`config.mk`:
```
export PLATFORM = sky130hd
export DESIGN_NAME = agu_reader
export DESIGN_NICKNAME = d
export VERILOG_FILES = /design/src/rtl/agu_reader.sv
export SDC_FILE = /design/constraint.sdc
export NUM_CORES = 1
export LEC_CHECK = 0
export ABC_AREA = 1
export ABC_CLOCK_PERIOD_IN_PS = 1800
export CORE_UTILIZATION = 30
export DETAILED_ROUTE_END_ITERATION = 7
export SETUP_SLACK_MARGIN = 0.3
export SYNTH_ARGS = -nofsm -noshare
export SYNTH_HDL_FRONTEND = slang
export SYNTH_SLANG_ARGS = --single-unit
```
`constraint.sdc`:
```
create_clock -name clk -period 1.8 [get_ports clk]
set_clock_uncertainty 0.05 [all_clocks]
set_input_delay 0.27 -clock clk [delete_from_list [all_inputs] [get_ports clk]]
set_output_delay 0.27 -clock clk [all_outputs]
set_load 0.005 [all_outputs]
```
`src/rtl/agu_reader.sv`:
```
// Read-side consumer of the AGU stream: issues one RAM read per accepted step,
// tracks the fixed read latency with a tag pipeline and re-times data through a credit-checked FIFO.
module agu_reader #(
  parameter int unsigned BWADDR = 21,
  parameter int unsigned BWDATA = 64,
  parameter int unsigned RDLAT  = 2,
  parameter int unsigned DEPTH  = 4
) (
  input  logic                       clk,
  input  logic                       rst_n,
  input  logic                       clr,
  input  logic                       step,
  output logic                       step_rdy,
  input  logic [BWADDR-1:0]          addr,
  input  logic [3:0]                 z,
  output logic                       rd_en,
  output logic [BWADDR-1:0]          rd_addr,
  input  logic [BWDATA-1:0]          rd_data,
  output logic                       o_valid,
  input  logic                       o_ready,
  output logic [BWDATA-1:0]          o_data,
  output logic [3:0]                 o_z,
  output logic                       o_last,
  output logic [$clog2(DEPTH+1)-1:0] used
);

  localparam int unsigned CW = $clog2(DEPTH + 1);
  localparam int unsigned PW = (DEPTH > 1) ? $clog2(DEPTH) : 1;

  logic [RDLAT-1:0]  r_tv;
  logic [3:0]        r_tz [RDLAT];
  logic [BWDATA-1:0] r_md [DEPTH];
  logic [3:0]        r_mz [DEPTH];
  logic [PW-1:0]     r_wp;
  logic [PW-1:0]     r_rp;
  logic [CW-1:0]     r_cnt;

  logic [CW-1:0]     w_used;
  logic              w_acc;
  logic              w_wr;
  logic              w_pop;

  function automatic logic [PW-1:0] f_next(input logic [PW-1:0] p);
    return (p == PW'(DEPTH - 1)) ? '0 : p + PW'(1);
  endfunction

  // Credits count every read already issued, so a result slot always exists on return.
  always_comb begin
    w_used = r_cnt;
    for (int unsigned i = 0; i < RDLAT; i++) begin
      w_used = w_used + CW'(r_tv[i]);
    end
  end

  assign step_rdy = rst_n & ~clr & (w_used < CW'(DEPTH));
  assign w_acc    = step & step_rdy;
  assign rd_en    = w_acc;
  assign rd_addr  = addr;

  assign w_wr     = r_tv[RDLAT-1];
  assign o_valid  = (r_cnt != '0);
  assign w_pop    = o_valid & o_ready;
  assign o_data   = r_md[r_rp];
  assign o_z      = r_mz[r_rp];
  assign o_last   = &o_z;
  assign used     = w_used;

  always_ff @(posedge clk or negedge rst_n) begin
    if (!rst_n) begin
      r_tv  <= '0;
      r_wp  <= '0;
      r_rp  <= '0;
      r_cnt <= '0;
      for (int unsigned i = 0; i < RDLAT; i++) begin
        r_tz[i] <= '0;
      end
      for (int unsigned i = 0; i < DEPTH; i++) begin
        r_md[i] <= '0;
        r_mz[i] <= '0;
      end
    end else if (clr) begin
      r_tv  <= '0;
      r_wp  <= '0;
      r_rp  <= '0;
      r_cnt <= '0;
    end else begin
      r_tv[0] <= w_acc;
      r_tz[0] <= z;
      for (int unsigned i = 1; i < RDLAT; i++) begin
        r_tv[i] <= r_tv[i-1];
        r_tz[i] <= r_tz[i-1];
      end
      if (w_wr) begin
        r_md[r_wp] <= rd_data;
        r_mz[r_wp] <= r_tz[RDLAT-1];
        r_wp       <= f_next(r_wp);
      end
      if (w_pop) begin
        r_rp <= f_next(r_rp);
      end
      if (w_wr && !w_pop) begin
        r_cnt <= r_cnt + CW'(1);
      end else if (!w_wr && w_pop) begin
        r_cnt <= r_cnt - CW'(1);
      end
    end
  end

endmodule

```
Yosys cells after proc, flatten, opt, wreduce, memory -nomap -nowiden
Cells that the tools add are included.

word-level totals
  word-level logic and storage cells = 66
  flip-flop bits (word level) = 289

cells by class
  multiplexer cells = 22
  add/subtract/negate cells = 6
  magnitude comparators = 4
  reductions and logical operators = 11
  bitwise gates (word level) = 7
  equal/unequal tests = 2

operators by type and width
  kind                                                        count
  bitwise mux 256 bit                                         1
  two-way mux 64 bit                                          3
  binary-select mux 64 bit (select 2 bit)                     1
  demux 64 bit (select 2 bit)                                 1
  bitwise mux 16 bit                                          1
  two-way mux 2 bit                                           7
  two-way mux 4 bit                                           3
  two-way mux 3 bit                                           3
  binary-select mux 4 bit (select 2 bit)                      1
  demux 4 bit (select 2 bit)                                  1
  adder 3 x 1 -> 3 bit                                        2
  >= comparator 3 bit, second input constant                  2
  inverter 2 -> 3 bit                                         2
  nonzero test 3 bit                                          2
  adder 2 x 1 -> 2 bit, second input constant                 2
  AND 1 bit                                                   4
  equality test 2 bit, second input constant                  2
  AND reduction 4 bit                                         1
  nonzero test 2 bit                                          2
  adder 3 x 1 -> 3 bit, second input constant                 1
  logical AND 1 bit                                           3
  less-than comparator 3 x 1 -> 1 bit, second input constant  1
  less-than comparator 3 bit, second input constant           1
  subtractor 3 x 1 -> 3 bit, second input constant            1
  other kinds (3)                                             4

Longest topological paths before layout
  word-level depth = 6
  depth in mapped cells = 10
  gate-level depth less buffers = 10

Least setup slack after synthesis
No wires, ideal clock.

  path type = register -> output
  start = register r_tv[1]
  end = output rd_en
  cell stages (with the launch flop) = 7
  setup slack = 0.095 ns
  arrival time = 1.385 ns
  cell sequence = dfrtp_1 -> inv_2 -> fa_1 -> inv_1 -> ha_1 -> xor2_1 -> nor3b_1

between the ends
  word-level cells in the longest chain between the ends = 4

RTL lines
  item                              RTL line  text
  start: declaration                30        logic [RDLAT-1:0] r_tv;
  start signal: indexed assignment  90        r_tv[i] <= r_tv[i-1];
  adder 3 x 1 -> 3 bit              51        w_used = w_used + CW'(r_tv[i]);
  net used[2]                       24        output logic [$clog2(DEPTH+1)-1:0] used
  less-than comparator 3 bit        55        assign step_rdy = rst_n & ~clr & (w_used < CW'(DEPTH));
  AND 1 bit                         55
  AND 1 bit                         56        assign w_acc = step & step_rdy;
  end: declaration                  16        output logic rd_en,

The timed path passes the listed nets, and every way through them passes these cells.

Worst setup path in the final report
  start = register r_rp[0]
  end = output o_data[14]

between the ends
  word-level cells in the longest chain between the ends = 4

RTL lines
  item                                                   RTL line  text
  start: declaration                                     35        logic [PW-1:0] r_rp;
  start signal: assignment                               99        r_rp <= f_next(r_rp);
  inverter 2 -> 3 bit (implied by the code)              63        assign o_data = r_md[r_rp];
  binary-select mux 64 bit (select 2 bit)                63
  two-way mux 64 bit (implied by the code) (2 in a row)  63
  end: declaration                                       21        output logic [BWDATA-1:0] o_data,

Every way passes these cells. The select of a mux whose other input is x is not followed.

==> flow_summary.toml <==
[outcome]
status = "finished with violations"
violations = "negative setup slack"

[synthesis]
synth_warnings = 0
ys_top_cells_by_count = "o21ai_0, nand2_1, dfrtp_1"
ys_async_sr_fraction_pct = 100
syn_area_per_cell_um2 = 8.77
yosysTopAreaCell = "dfrtp_1"
synth_top_family_by_area = "compound AO/OA/AOI/OAI gates"
synth.most_common_cell = "o21ai_0"
ys_types = 23
synth_top_area_share_pct = 56.8
synth_compound_area_share_pct = 20.0
yosys.area_share.simple_pct = 13.9
synthMuxAreaShare_pct = 0
synthCells = 1452
syn-num-nets = 1554
synth-xor-area-share_pct = 0.0687
synth_fa_ha_area_share_pct = 0.903
synthFlopType = "dfrtp_1"
ys_ff_latch = 289
ys_top_cells_by_area = "dfrtp_1, o21ai_0, nand2_1"
syn_area_mm2 = 0.0127
synth_edf_count = 0
seq_area_frac_synth_pct = 56.8

[floorplan]
die_h_um = 208
die_area_mm2 = 0.0433
rows = 75
io_pins = 190
die_w_um = 208
initial_utilization_pct = 30.4
coreArea_mm2 = 0.0419

[global_route]
overflow = 0
antenna_found_initial = 2
grt_pass1_vias = 10800
grt_util_all_layers_pct = 17.1
grt_pass1_wl_um = 59000
grt_max_degree = 113

[pwr]
finalPower_mw = 28.6
power_per_cell_area_mw_per_mm2 = 1390
p_leak_nw = 9.39
vdd_drop_max_mv = 0.659

[worst_setup_path]
r2r_slack_ns = 0.01
path_max_fanout = 7
critical_path_arrival_ns = 2.03
endpoint_kind = "output port"
critPathSlowestCell = "dfrtp_4"
cp_cell_sequence = "buf_8 > buf_12 > buf_16 > buf_4 > nor2_2 > o22ai_1 > buf_2"
path_class = "reg -> out"
cp.required_ns = 1.48
max_stage_delay_ns = 0.56
startpoint_type = "flip-flop"

[clock_network]
clkTransAtPathRegs_ns = 0.06
htreeDepth = 2
clockBufferDepth = 3
cts-root-buf = "clkbuf_16"
cts_tree = "yes"
cts_sinks = 289
clock_latency_ns = 0.54
numCtsBuffers = 35

[finish]
final_util_pct = 49.0
layout-drive-gt1-share_pct = 40.7
antenna_cells_inserted = 0
finalNetCount = 1823
final_area_mm2 = 0.0206
fillers = 3650
regArea_mm2 = 0.00724
finalNonFillerCells = 2284
multi_input_area_mm2 = 0.00634
area_growth_syn_to_layout_pct = 61.4

[timing]
rsz0062_at_grt = "true"
hold_viol_final = 0
slew_violations = 0
relSlewSlack_pct = 54.7
period_share_pct = 130
worst_pin_slew_ns = 0.680
max_freq_ghz = 0.426
setup_ws_ns = -0.547
setup_viol = 75
period_minus_slack_ns = 2.35

[placement]
gp_congestion = 0.764
place_hpwl_um = 20600
post_dp_cell_area_mm2 = 0.0149
portBuffers = 147
dp.cells = 2073

[routing]
wl_per_cell_um = 21.9
num_vias = 12000
drc_errors = 0
drt_pre_antenna_iters = 5
via_per_inst = 5.26
ant_nets = 0
wirelength_um = 50100
drt_iter0_markers = 997

[flow_run]
drv_cap = 0

[hold_path]
hold_class = "in -> reg"
## cell type report
class	instances	area share, %
repair inverters	2	0.109
multi-input cells	963	30.8
clock inverters	8	0.590
repair buffers	344	22.9
inverters	86	1.63
clock buffers	53	5.47
well taps	539	3.28
flip-flops and latches	289	35.2
## worst paths after layout
check,startpoint,end,cells past startpoint
setup / recovery,r_rp[0],o_data[14],7
hold / removal,step,r_tv[0],2
setup reg to reg,r_cnt[2],r_cnt[1],11
hold reg to reg,r_md[73],r_md[73],2
max in group asynchronous,rst_n,r_md[82],4
min in group asynchronous,rst_n,r_md[195],3
## sequential cells by signal, summed over array words and instances (netlist names)
| signal | cells |
|---|---|
| r_wp | 2 |
| r_cnt | 3 |
| r_tv | 2 |
| r_mz | 16 |
| r_md | 256 |
| r_tz | 8 |
| r_rp | 2 |
## per-stage QoR
step / hold WS (ns) / setup WS, ns / TNS, ns
floorplan: -0.0756 / 0.164 / 0
global placement: 0.310 / -0.270 / -13.60
detailed placement: 0.314 / -0.311 / -16.88
CTS: 0.236 / -0.567 / -32.67
global route: 0.276 / -0.593 / -36.60
finish: 0.279 / -0.547 / -32.56
## metal layers
| metal | vias up | GRT usage (%) | share of wire (%) |
|---|---|---|---|
| met3 | 107 | 3.03 | 7.0 |
| met5 | - | 0 | 0.026 |
| met4 | 2 | 6.74 | 3.4 |
| li1 | 5404 | - | - |
| met1 | 6016 | 23.2 | 43 |
| met2 | 489 | 27.0 | 46 |
## layout by cell type (no fill, tap or decap), types with 6 or more instances in the layout
master           synthesis  layout
clkbuf_8                 0      14
buf_2                   25      66
buf_6                   21      45
nand2_4                  4      47
nor2_4                   0      23
buf_16                   0      29
inv_2                    1       9
nand3_1                  6       6
ha_4                     0       6
o21ai_4                  0      13
o22ai_1                 68      26
nand2_8                  0      11
buf_12                   0      42
nand2_1                296     202
buf_8                    0      13
o21ai_0                324     112
dfrtp_1                289     284
o21ai_1                 99     184
clkdlybuf4s50_1          0      71
buf_4                   26      35
clkbuf_16                0      79
inv_1                   85      75
nor2_2                   0      48
o21ai_2                  0     114
nand2_2                  0      49
o22ai_2                  0      42
nor2_1                 142      71
## critical path, delay by kind of cell, from the launching register on
family | cells | cell delay, ns
buf+inv | 5 | 0.74
flops | 1 | 0.56
simple gates | 1 | 0.10
compound gates | 1 | 0.09
## cell families after synthesis
logic type      count (synthesis)
compound gates                492
xor+xnor                        1
flops                         289
buf+inv                       209
simple gates                  453
fa+ha+maj                       8
## power breakdown
| group | total (mW) | internal (mW) | leakage, nW | switching, mW |
|---|---|---|---|---|
| combinational | 12.9 | 6.62 | 4.85 | 6.32 |
| sequential | 8.02 | 7.32 | 3.91 | 0.697 |
| clock | 7.60 | 4.74 | 0.623 | 2.86 |
## timing repair
item                                    in CTS  in global routing
pin swaps                                   70                 81
buffers inserted                            40                 21
hold buffers                                 1                  0
gates resized for setup                    523                562
gates cloned                                19                 69
hold endpoints to repair                   246                  0
endpoints found under the setup margin      79                303
Note: power is estimated with default switching activity, not from simulation.
